$ cat src/rtl/machine_host_ctrl.sv
`default_nettype none
// ============================================================================
// Module  : machine_host_ctrl
// Brief   : Host sequencer: streams an image into the machine core, runs it,
//           and streams the downscaled result back out.
// Revision: 1.0
// ============================================================================
module machine_host_ctrl #(
    parameter int IMG_W  = 256,
    parameter int OUT_W  = 128,
    parameter int RD_LAT = 2
) (
    input  logic        clk,
    input  logic        rst,
    input  logic        start,
    input  logic [7:0]  in_data,
    input  logic        in_valid,
    output logic        in_ready,
    output logic [7:0]  out_data,
    output logic        out_valid,
    input  logic        out_ready,
    output logic        busy,
    output logic        done,
    output logic [1:0]  m_status,
    output logic [15:0] m_addr,
    output logic [7:0]  m_data,
    input  logic        m_end_process,
    input  logic [7:0]  m_out
);

    localparam logic [15:0] c_LOAD_LAST = 16'(IMG_W * IMG_W - 1);
    localparam logic [15:0] c_READ_LAST = 16'(OUT_W * OUT_W - 1);
    localparam logic [7:0]  c_WAIT_INIT = 8'(RD_LAT - 1);

    localparam logic [1:0] c_MS_IDLE = 2'b00;
    localparam logic [1:0] c_MS_LOAD = 2'b10;
    localparam logic [1:0] c_MS_PROC = 2'b01;
    localparam logic [1:0] c_MS_READ = 2'b11;

    typedef enum logic [2:0] {
        S_IDLE    = 3'd0,
        S_LOAD    = 3'd1,
        S_FLUSH   = 3'd2,
        S_PROC    = 3'd3,
        S_RD_ADDR = 3'd4,
        S_RD_WAIT = 3'd5,
        S_RD_OUT  = 3'd6,
        S_FIN     = 3'd7
    } state_t;

    state_t      r_state;
    logic [15:0] r_cnt;
    logic [7:0]  r_wait;

    logic w_in_hs;
    logic w_out_hs;

    assign w_in_hs  = in_valid & in_ready;
    assign w_out_hs = out_valid & out_ready;

    always_ff @(posedge clk) begin
        if (rst) begin
            r_state   <= S_IDLE;
            r_cnt     <= '0;
            r_wait    <= '0;
            in_ready  <= 1'b0;
            out_data  <= '0;
            out_valid <= 1'b0;
            busy      <= 1'b0;
            done      <= 1'b0;
            m_status  <= c_MS_IDLE;
            m_addr    <= '0;
            m_data    <= '0;
        end else begin
            case (r_state)
                S_IDLE: begin
                    done <= 1'b0;
                    if (start) begin
                        r_cnt    <= '0;
                        m_status <= c_MS_LOAD;
                        in_ready <= 1'b1;
                        busy     <= 1'b1;
                        r_state  <= S_LOAD;
                    end
                end
                S_LOAD: begin
                    if (w_in_hs) begin
                        m_addr <= r_cnt;
                        m_data <= in_data;
                        r_cnt  <= r_cnt + 16'd1;
                        if (r_cnt == c_LOAD_LAST) begin
                            in_ready <= 1'b0;
                            r_state  <= S_FLUSH;
                        end
                    end
                end
                // Status stays at load for one more edge so the core commits the last byte.
                S_FLUSH: begin
                    m_status <= c_MS_PROC;
                    r_state  <= S_PROC;
                end
                S_PROC: begin
                    if (m_end_process) begin
                        m_status <= c_MS_READ;
                        r_cnt    <= '0;
                        r_state  <= S_RD_ADDR;
                    end
                end
                S_RD_ADDR: begin
                    m_addr  <= r_cnt;
                    r_wait  <= c_WAIT_INIT;
                    r_state <= S_RD_WAIT;
                end
                S_RD_WAIT: begin
                    if (r_wait == 8'd0) begin
                        out_data  <= m_out;
                        out_valid <= 1'b1;
                        r_state   <= S_RD_OUT;
                    end else begin
                        r_wait <= r_wait - 8'd1;
                    end
                end
                S_RD_OUT: begin
                    if (w_out_hs) begin
                        out_valid <= 1'b0;
                        if (r_cnt == c_READ_LAST) begin
                            done    <= 1'b1;
                            r_state <= S_FIN;
                        end else begin
                            r_cnt   <= r_cnt + 16'd1;
                            r_state <= S_RD_ADDR;
                        end
                    end
                end
                S_FIN: begin
                    done      <= 1'b0;
                    out_valid <= 1'b0;
                    busy      <= 1'b0;
                    m_status  <= c_MS_IDLE;
                    r_state   <= S_IDLE;
                end
                default: r_state <= S_IDLE;
            endcase
        end
    end

endmodule
`default_nettype wire

$ cat config.mk
export PLATFORM = sky130hd
export DESIGN_NAME = machine_host_ctrl
export DESIGN_NICKNAME = d
export VERILOG_FILES = /design/src/rtl/machine_host_ctrl.sv
export SDC_FILE = /design/constraint.sdc
export NUM_CORES = 1
export LEC_CHECK = 0
export CAP_MARGIN = 25
export CORE_MARGIN = 8
export CORE_UTILIZATION = 52
export DETAILED_ROUTE_END_ITERATION = 8
export PLACE_DENSITY = 0.85
export SYNTH_ARGS = -nofsm -noshare
export SYNTH_HDL_FRONTEND = slang
export SYNTH_SLANG_ARGS = --single-unit
$ cat constraint.sdc
create_clock -name clk -period 2.82 [get_ports clk]
set_clock_uncertainty 0.15 [all_clocks]
set_input_delay 0.564 -clock clk [delete_from_list [all_inputs] [get_ports clk]]
set_output_delay 0.564 -clock clk [all_outputs]
set_load 0.005 [all_outputs]
==> results by group <==
Run status
  • Outcome: completed

Layout
  • Nets: 442
  • Synthesis-to-layout area growth: 26.7%
  • Post-route cell area: 3910 µm²
  • Final core occ: 0.673
  • Number of diodes: 0
  • Fin cells: 497
  • Share of cells above drive strength 1: 0.0924

Place
  • Cells after DPL: 480
  • Port-buffer cells: 59
  • Dpl cell area: 3700 µm²
  • Pre-CTS setup slack: 0.117 ns
  • GP Congestion: 0.877
  • Hpwl dp: 5.33 mm

Synthesis
  • Area share of the largest cell type after synthesis: 0.421
  • Number of flops mapped to enable cells by yosys: 0
  • Syn. warnings: 0
  • Syn Nets: 388
  • Primary FF master, synth: dfxtp_1
  • Mapped Cells: 363
  • Cell area after synthesis: 3090 µm²
  • Async SR Flop Fraction: 0
  • Count leader, synth: dfxtp_1
  • Avg Inst Size Synth: 8.51 µm²
  • Synth Register Bits: 65
  • Count of cell types in the netlist: 53
  • Synth top cells by count: dfxtp_1 (65), nand2_1 (61), nor2_1 (36)
  • Synth area leaders: dfxtp_1 (42%), nand2_1 (7.4%), a21oi_1 (5.5%)
  • Cell taking the most area after synthesis: dfxtp_1
  • Sequential area share after synthesis: 0.421

Drt
  • Violation count after the first detailed-routing iteration: 337
  • Post-route ant nets: 0
  • Routed vias/inst: 5.93
  • Drt total wl: 7.90 mm
  • DRC errors left: 0
  • First-pass iteration count of the detailed router: 5
  • Wire per inst: 15.9 µm
  • Via count: 2946

Worst setup path
  • Element type at the critical path end: flip-flop
  • Register-to-Register Path Depth: 6
  • CP startpoint kind: flip-flop
  • CP required: 2.95 ns
  • Reg2reg end: r_state[2]
  • WP data arrival: 2.66 ns
  • Kind of critical path: flip-flop to flip-flop
  • Max incr delay on CP: 0.58 ns
  • R2R setup slack: 0.29 ns
  • Max FO, Critical Path: 6
  • Worst path cell trace: ha_1 > nand3_1 > nor4_1 > nor2_1 > or4b_1 > a21oi_1
  • Worst r2r src: r_cnt[0]
  • Highest-delay cell along the critical path: nor4_1

Timing
  • FMAX: 395 MHz
  • Max Slew Vio Count: 0
  • Final setup vio count: 0
  • Final hold viol count: 0
  • Final min period: 2.53 ns
  • Final TNS setup: 0 ns
  • Hold WS: 0.301 ns
  • Slew margin rel.: 0.567
  • Setup ws final: 0.288 ns
  • Worst-margin pin slew: 0.648 ns
  • RSZ-0062 raised after global routing: no
  • Fin crit share: 0.898

Power
  • Seq pwr share: 0.434
  • Pint: 1.63 mW
  • Net Sw Frac: 0.300
  • Leakage: 1.41 nW
  • Logic pwr share: 0.209
  • Sw power: 0.700 mW
  • PwrDens: 596 nW/µm²
  • Worst vdd ir: 363 µV
  • Clock network power share: 0.357
  • Final Power: 2.33 mW

Floorplanning
  • Die Wd: 93.1 µm
  • Floorplan row count: 28
  • Core footprint: 5820 µm²
  • Die Y: 93.1 µm
  • DIE AREA: 8660 µm²
  • Num ports: 60
  • Initial Utilization: 0.531

GRT
  • GRT Total Usage: 0.189
  • Global-route wire length before repair: 13.4 mm
  • GR Overflow Total: 0
  • Number of global-route vias before repair: 2812
  • Initial antenna violation count: 0
  • Largest net degree at the start of global routing: 25

Min path
  • Hold path endpoint: m_addr[4]
  • Hold_sp: m_addr[4]
  • Min-Delay Path Class: flip-flop to flip-flop
  • Hold path cells: 2

Clocking
  • Clock sink count: 65
  • Clock transition at the registers of the reported paths: 0.07 ns
  • Clk_lat worst skew: 0.35 ns
  • Post-CTS Hold Buffers: 0
  • Total setup buffers inserted after CTS: 0
  • CTS tree: yes
  • CTS buffer count: 9
  • H-tree levels: 3
  • Post-cts repair resize count: 0
  • Root Buffer: clkbuf_8
  • Clock Path Buffers: 2

Job
  • Max_cap viols: 0
-- routing by layer --
layer	track usage	wire length [µm]	vias up
met2	0.292	3620	116
met1	0.233	3520	1383
met4	0.0792	148	0
li1	-	-	1434
met3	0.0689	612	13
met5	0	0	-
-- cell type report --
cell class / count / area, µm²
multi-input cells: 267 / 1630
clock inverters: 2 / 35.0
repair buffers: 68 / 653
inverters: 6 / 22.5
fillers: 483 / 1900
well taps: 75 / 93.8
flip-flops and latches: 65 / 1300
clock buffers: 14 / 173
-- kinds of logic after synthesis --
kind of cell | synth area share
multiplexers | 0.0259
flip-flops | 0.421
AND/OR/NAND/NOR | 0.247
adder cells (fa/ha/maj) | 0.0122
AO/OA/AOI/OAI | 0.230
buffers and inverters | 0.0498
XOR/XNOR | 0.0142
-- state kept, by name, summed over array words and instances (netlist names) --
name / cells
m_addr: 16
m_status: 2
r_state: 3
out_valid: 1
r_wait: 8
out_data: 8
in_ready: 1
done: 1
r_cnt: 16
busy: 1
m_data: 8
-- worst max-delay path by stage --
stage | startpoint | slack, ns | to
after floorplan | r_cnt[0] | 0.80 | r_cnt[11]
after global placement | m_end_process | 0.22 | r_cnt[5]
after detailed placement | m_end_process | 0.12 | r_cnt[3]
after CTS | r_cnt[0] | 0.37 | r_state[2]
after global routing | r_cnt[0] | 0.16 | r_state[2]
final | r_cnt[0] | 0.29 | r_state[2]
-- layout by cell type, fill, tap and decap left out, drive strengths merged, types with 3 or more instances in the layout --
cell and instances:
dfxtp 65, nand2 61, clkdlybuf4s50 58, nor2 37, a21oi 35, clkbuf 14
nand3 13, o311ai 13, o41ai 12, buf 10, a31oi 9, mux2i 8
nor3 7, nand4 7, o21ai 7, inv 6, xor2 5, nand2b 4
nor4 4, o211ai 4, and3 3, nor2b 3, o31ai 3, a211oi 3
ha 3
-- power by group through the flow --
stage | Clock (mW) | Sequential (mW) | Combinational (mW)
detailed placement | 0 | 1.03 | 0.475
finish | 0.832 | 1.01 | 0.489
global placement | 0 | 1.03 | 0.467
CTS | 0.844 | 1.01 | 0.480
floorplan | 0 | 0.998 | 0.355
global route | 0.890 | 1.02 | 0.536
-- worst max-delay path: cells and delay by family (launching register included) --
| family | cells | cell delay [ns] |
|---|---|---|
| DFF | 1 | 0.43 |
| adders and majority gates | 1 | 0.24 |
| AOI/OAI and AO/OA | 1 | 0.16 |
| and+or+nand+nor | 4 | 1.48 |
Power figures use the tool's default switching activity.
